<file path="src/rtl/wb_pkg_hdl.sv">
// wb_pkg_hdl: shared Wishbone HDL types and limits.
package wb_pkg_hdl;
   typedef enum logic [1:0] {IDLE, WAIT, TERM, GAP} wb_resp_state_t;
   localparam int WB_RESP_MAX_WAIT = 15;
endpackage

</file>
<file path="src/rtl/wb_mem_responder_if.sv">
// wb_mem_responder_if: Wishbone classic-cycle bus between an initiator and a responder.
interface wb_mem_responder_if #(
   parameter int WB_ADDR_WIDTH = 32,
   parameter int WB_DATA_WIDTH = 16
);
   logic cyc;
   logic stb;
   logic we;
   logic [WB_ADDR_WIDTH-1:0] adr;
   logic [WB_DATA_WIDTH-1:0] dout;
   logic [WB_DATA_WIDTH/8-1:0] sel;
   logic [WB_DATA_WIDTH-1:0] din;
   logic ack;
   logic err;
   logic rty;
   logic inta;
   modport master (output cyc, stb, we, adr, dout, sel, input din, ack, err, rty, inta);
   modport slave (input cyc, stb, we, adr, dout, sel, output din, ack, err, rty, inta);
endinterface

</file>
<file path="src/rtl/wb_resp_mem.sv">
// wb_resp_mem: single-port RAM with per-byte write enable and a registered read
// that returns zero whenever no read is requested.
module wb_resp_mem #(
   parameter int DEPTH = 256,
   parameter int WIDTH = 16,
   localparam int MAW = $clog2(DEPTH),
   localparam int NB = WIDTH / 8
) (
   input  logic             clk,
   input  logic             rd,
   input  logic [NB-1:0]    be,
   input  logic [MAW-1:0]   addr,
   input  logic [WIDTH-1:0] wdata,
   output logic [WIDTH-1:0] rdata
);
   logic [WIDTH-1:0] mem [DEPTH];
   always_ff @(posedge clk) begin
      rdata <= rd ? mem[addr] : '0;
      for (int k = 0; k < NB; k++)
         if (be[k]) mem[addr][8*k +: 8] <= wdata[8*k +: 8];
   end
endmodule

</file>
<file path="src/rtl/wb_mem_responder.sv">
// wb_mem_responder: Wishbone classic responder over a byte-writable word memory
// with wait states, out-of-range error, cyc-drop abort and a doorbell interrupt.
module wb_mem_responder
   import wb_pkg_hdl::*;
#(
   parameter int WB_ADDR_WIDTH = 32,
   parameter int WB_DATA_WIDTH = 16,
   parameter int DEPTH = 256,
   parameter int WAIT_STATES = 1
) (
   input logic clk,
   input logic rst,
   wb_mem_responder_if.slave bus
);
   localparam int MAW = $clog2(DEPTH);
   localparam int NB = WB_DATA_WIDTH / 8;
   localparam logic [WB_ADDR_WIDTH:0] LIMIT = (WB_ADDR_WIDTH+1)'(DEPTH);
   localparam logic [WB_ADDR_WIDTH-1:0] BELL = WB_ADDR_WIDTH'(DEPTH - 1);
   localparam logic [3:0] LAST = 4'(WAIT_STATES - 1);
   if (WAIT_STATES < 0 || WAIT_STATES > WB_RESP_MAX_WAIT) begin : g_bad_wait
      $error("WAIT_STATES out of range");
   end
   if (WB_DATA_WIDTH % 8 != 0) begin : g_bad_width
      $error("WB_DATA_WIDTH must be a multiple of 8");
   end
   wb_resp_state_t state;
   logic [3:0] cnt;
   logic [WB_ADDR_WIDTH-1:0] adr_q;
   logic [WB_DATA_WIDTH-1:0] dout_q;
   logic [NB-1:0] sel_q;
   logic we_q;
   logic ack;
   logic err;
   logic inta;
   logic [WB_ADDR_WIDTH-1:0] cur_adr;
   logic cur_we;
   logic hit;
   logic go;
   logic rd;
   // In IDLE the request is still on the bus, so zero-wait accesses decode it directly.
   always_comb begin
      cur_adr = state == IDLE ? bus.adr : adr_q;
      cur_we = state == IDLE ? bus.we : we_q;
      hit = {1'b0, cur_adr} < LIMIT;
      go = state == IDLE ? bus.cyc && bus.stb && WAIT_STATES == 0
                         : state == WAIT && bus.cyc && cnt == LAST;
      rd = !rst && go && hit && !cur_we;
   end
   wb_resp_mem #(.DEPTH(DEPTH), .WIDTH(WB_DATA_WIDTH)) u_mem (
      .clk(clk),
      .rd(rd),
      .be(sel_q & {NB{ack && we_q && !rst}}),
      .addr(cur_adr[MAW-1:0]),
      .wdata(dout_q),
      .rdata(bus.din)
   );
   always_ff @(posedge clk) begin
      if (rst) begin
         state <= IDLE;
         cnt <= '0;
         ack <= 1'b0;
         err <= 1'b0;
         inta <= 1'b0;
      end else begin
         ack <= go && hit;
         err <= go && !hit;
         if (ack && adr_q == BELL) inta <= we_q ? inta | (|sel_q) : 1'b0;
         case (state)
            IDLE: if (bus.cyc && bus.stb) begin
               adr_q <= bus.adr;
               we_q <= bus.we;
               dout_q <= bus.dout;
               sel_q <= bus.sel;
               cnt <= '0;
               state <= WAIT_STATES == 0 ? TERM : WAIT;
            end
            WAIT: if (!bus.cyc) state <= IDLE;
               else if (cnt == LAST) state <= TERM;
               else cnt <= cnt + 4'd1;
            TERM: state <= GAP;
            default: state <= IDLE;
         endcase
      end
   end
   assign bus.ack = ack;
   assign bus.err = err;
   assign bus.inta = inta;
   assign bus.rty = 1'b0;
endmodule

</file>
<file path="src/flat_wrapper.sv">
// flat-port wrapper written by rule: the top's interface ports become plain ports
module wb_mem_responder_flat import wb_pkg_hdl::*;
#(
   parameter int WB_ADDR_WIDTH = 32,
   parameter int WB_DATA_WIDTH = 16,
   parameter int DEPTH = 256,
   parameter int WAIT_STATES = 1
)
  (clk, rst, bus_cyc, bus_stb, bus_we, bus_adr, bus_dout, bus_sel, bus_din, bus_ack, bus_err, bus_rty, bus_inta);
  wb_mem_responder_if #(.WB_ADDR_WIDTH(WB_ADDR_WIDTH), .WB_DATA_WIDTH(WB_DATA_WIDTH)) bus_i ();
  input logic clk;
  input logic rst;
  input wire logic [$bits(bus_i.cyc)-1:0] bus_cyc;
  input wire logic [$bits(bus_i.stb)-1:0] bus_stb;
  input wire logic [$bits(bus_i.we)-1:0] bus_we;
  input wire logic [$bits(bus_i.adr)-1:0] bus_adr;
  input wire logic [$bits(bus_i.dout)-1:0] bus_dout;
  input wire logic [$bits(bus_i.sel)-1:0] bus_sel;
  output wire logic [$bits(bus_i.din)-1:0] bus_din;
  output wire logic [$bits(bus_i.ack)-1:0] bus_ack;
  output wire logic [$bits(bus_i.err)-1:0] bus_err;
  output wire logic [$bits(bus_i.rty)-1:0] bus_rty;
  output wire logic [$bits(bus_i.inta)-1:0] bus_inta;
  assign bus_i.cyc = bus_cyc;
  assign bus_i.stb = bus_stb;
  assign bus_i.we = bus_we;
  assign bus_i.adr = bus_adr;
  assign bus_i.dout = bus_dout;
  assign bus_i.sel = bus_sel;
  assign bus_din = bus_i.din;
  assign bus_ack = bus_i.ack;
  assign bus_err = bus_i.err;
  assign bus_rty = bus_i.rty;
  assign bus_inta = bus_i.inta;
  wb_mem_responder #(.WB_ADDR_WIDTH(WB_ADDR_WIDTH), .WB_DATA_WIDTH(WB_DATA_WIDTH), .DEPTH(DEPTH), .WAIT_STATES(WAIT_STATES)) u_core (.clk(clk), .rst(rst), .bus(bus_i));
endmodule
</file>
<file path="config.mk">
export PLATFORM = sky130hd
export DESIGN_NAME = wb_mem_responder_flat
export DESIGN_NICKNAME = d
export VERILOG_FILES = /design/src/rtl/wb_pkg_hdl.sv /design/src/rtl/wb_mem_responder_if.sv /design/src/rtl/wb_resp_mem.sv /design/src/rtl/wb_mem_responder.sv /design/src/flat_wrapper.sv
export SDC_FILE = /design/constraint.sdc
export NUM_CORES = 2
export LEC_CHECK = 0
export ABC_AREA = 0
export BUFFER_PORTS_ARGS = -buffer_cell sky130_fd_sc_hd__buf_2
export CAP_MARGIN = 10
export CORE_MARGIN = 2
export CORE_UTILIZATION = 45
export DETAILED_ROUTE_END_ITERATION = 8
export SLEW_MARGIN = 30
export SYNTH_ARGS = -nofsm -noshare
export SYNTH_HDL_FRONTEND = slang
export SYNTH_SLANG_ARGS = --single-unit
</file>
<file path="constraint.sdc">
create_clock -name clk -period 6.2 [get_ports clk]
set_clock_uncertainty 0.1 [all_clocks]
set_input_delay 0.93 -clock clk [delete_from_list [all_inputs] [get_ports clk]]
set_output_delay 0.93 -clock clk [all_outputs]
set_load 0.02 [all_outputs]
</file>
==> impl_metrics.json <==
{
  "route.layer.met1.wl_um": 174000,
  "synth_area_um2": 155000,
  "cts_resized": 0,
  "power-per-cell-area_nw_per_um2": 335,
  "ys.flop_type": "edfxtp_1",
  "critPathRequiredTime_ns": 7.01,
  "setup_slack_ns": 1.12,
  "period_share": 0.820,
  "vias": 88100,
  "layout.nets": 9101,
  "pre_cts_slack_ns": 0.983,
  "wl_met2_um": 204000,
  "place_congestion": 0.846,
  "worst_pin_slew_ns": 1.19,
  "finalSetupTns_ns": 0,
  "cts.sinks": 4172,
  "grt_pass1_vias": 85500,
  "path_max_fanout": 89,
  "finalSetupViolations": 0,
  "timing_hold_violations_final": 0,
  "htreeDepth": 5,
  "coreArea_um2": 342000,
  "die_h_um": 590,
  "maxSlewHeadroom": 0.206,
  "dieArea_um2": 348000,
  "hold-worst-slack_ns": 0.0564,
  "dr.pass1.iters": 8,
  "ios": 75,
  "cp-start-kind": "flop",
  "cts_buffers": 413,
  "synth_nets": 9021,
  "vias_per_cell": 6.30,
  "cts_tree": "yes",
  "fin_total_pwr_mw": 58.4,
  "synth_edf_count": 4147,
  "post-route-min-period_ns": 5.08,
  "globalRouteOverflowTotal": 0,
  "drt-initial-drc-count": 12700,
  "ant_nets": 0,
  "ir_drop_uv": 252,
  "grt_pass1_wl_um": 614000,
  "synthArstFlopShare": 0,
  "worstHoldPathType": "in -> reg",
  "synthCells": 8964,
  "layout-drive-gt1-share": 0.106,
  "rows": 215,
  "p_leak_nw": 51.5,
  "synth.distinct_cells": 46,
  "yosys_warnings": 0,
  "post_cts_buffers": 0,
  "dp_hpwl_um": 252000,
  "routed_wl_um": 432000,
  "clk_latency_ns": 0.98,
  "max_freq_mhz": 197,
  "grt_max_degree": 197,
  "avgSynthCellArea_um2": 17.2,
  "grtUsageTotal": 0.241,
  "drv_cap": 0,
  "antenna_found_initial": 23,
  "maxUsedRoutingLayer": "met5",
  "dr_wl_met3_um": 36900,
  "end_kind": "flop",
  "initial_core_util": 0.451,
  "dieWidth_um": 590,
  "synth_seq_area_share": 0.809,
  "status": "finished clean",
  "clk_pin_slew_ns": 0.06,
  "portBuffers": 73,
  "routedWlPerCell_um": 30.9,
  "slew_viol_final": 0,
  "synth-seq-cells": 4172,
  "area_growth_pct": 12.8,
  "root_buffer": "clkbuf_16",
  "cp.arrival_ns": 5.89,
  "crit_type": "reg -> reg",
  "cts.path.max_buffers": 4,
  "drc_errors": 0,
  "rsz0062_at_grt": "false"
}
[area by class of cell]
| type | count | area, um^2 |
|---|---|---|
| diodes | 49 | 123 |
| clock buffers | 511 | 10900 |
| clock inverters | 245 | 2170 |
| fillers | 27400 | 168000 |
| inverters | 4 | 15.0 |
| multi-input cells | 4099 | 26800 |
| flip-flops and latches | 4172 | 125000 |
| well taps | 4557 | 5700 |
| repair buffers | 354 | 3450 |
[per-layer routing]
metal | track usage | vias up
met4 | 0.0879 | 8
met1 | 0.338 | 45500
met3 | 0.0366 | 660
li1 | - | 37400
met2 | 0.384 | 4532
met5 | 0 | -
[through the flow]
stage	utilization	instance area, um^2	cells
final	0.509	174000	14000
after global routing	0.509	174000	14000
after detailed placement	0.470	161000	13200
after floorplan	-	155000	8964
after CTS	0.508	174000	13900
after global placement	0.469	161000	13200
[report_power, final]
group | switching, mW | internal, mW
clock | 10.5 | 13.8
combinational | 2.40 | 0.887
sequential | 0.0136 | 30.8
total | 12.9 | 45.5
[placed cells by master, fill, tap and decap left out, types with 69 or more instances in the layout]
master / instances
nor2_1: 533
a21oi_1: 1027
clkbuf_1: 85
edfxtp_1: 4147
clkinv_2: 69
buf_4: 196
clkinv_1: 102
buf_2: 73
o41ai_1: 238
a22oi_1: 2048
clkbuf_16: 422
[flip-flops by register name, summed over array words and instances, names as in the netlist]
name / count
u_core.bus.ack: 1
u_core.bus.inta: 1
u_core.we_q: 1
u_core.bus.err: 1
u_core.cnt: 4
u_core.sel_q: 2
u_core.u_mem.mem: 4096
u_core.u_mem.rdata: 16
u_core.adr_q: 32
u_core.state: 2
u_core.dout_q: 16
[final timing paths]
kind                    from  slack (ns)  cells past startpoint                     to
max          u_core.state[0]        1.12                     10  u_core.u_mem.rdata[8]
min              bus_dout[6]        0.06                      1       u_core.dout_q[6]
max reg2reg  u_core.state[0]        1.12                     10  u_core.u_mem.rdata[8]
min reg2reg  u_core.bus.inta        0.40                      2        u_core.bus.inta
[synthesized netlist by cell type, types with 8 or more instances]
| library cell | instances | share of area |
|---|---|---|
| a41oi_1 | 64 | 0.0036 |
| buf_4 | 17 | 0.00083 |
| clkbuf_1 | 280 | 0.0068 |
| buf_2 | 350 | 0.011 |
| o41ai_1 | 256 | 0.015 |
| edfxtp_1 | 4147 | 0.81 |
| o21ai_1 | 8 | 0.00026 |
| o41a_1 | 16 | 0.0012 |
| a21oi_1 | 1027 | 0.033 |
| buf_1 | 39 | 0.00095 |
| nor4_1 | 13 | 0.00053 |
| nand2_1 | 61 | 0.0015 |
| a22oi_1 | 2048 | 0.099 |
| dfxtp_1 | 25 | 0.0032 |
| nor2_1 | 537 | 0.013 |
[cell families after synthesis]
group / after synthesis / synth area share
compound gates: 3439 / 0.153
xor+xnor: 2 / 0.000113
flops: 4172 / 0.809
fa+ha+maj: 2 / 0.000162
mux: 2 / 0.000154
simple gates: 653 / 0.0170
buf+inv: 693 / 0.0202
other cells: 1 / 0.0000243
[repair_timing]
item / in CTS / in global routing
hold buffers: 8 / 0
endpoints found under the setup margin: 0 / 0
endpoints found under the hold margin: 8 / 0
[critical path, cell delays in order, from the launching register on]
cell and delay [ns]:
dfxtp_1 0.65, nor2_8 0.22, o31ai_4 0.84, buf_12 0.47, buf_4 0.71, a22oi_1 0.14
a21oi_1 0.33, o41ai_1 0.15, buf_4 0.22, a41oi_1 0.80, o41a_1 0.20
No activity file was read; power rests on OpenSTA's default activity.
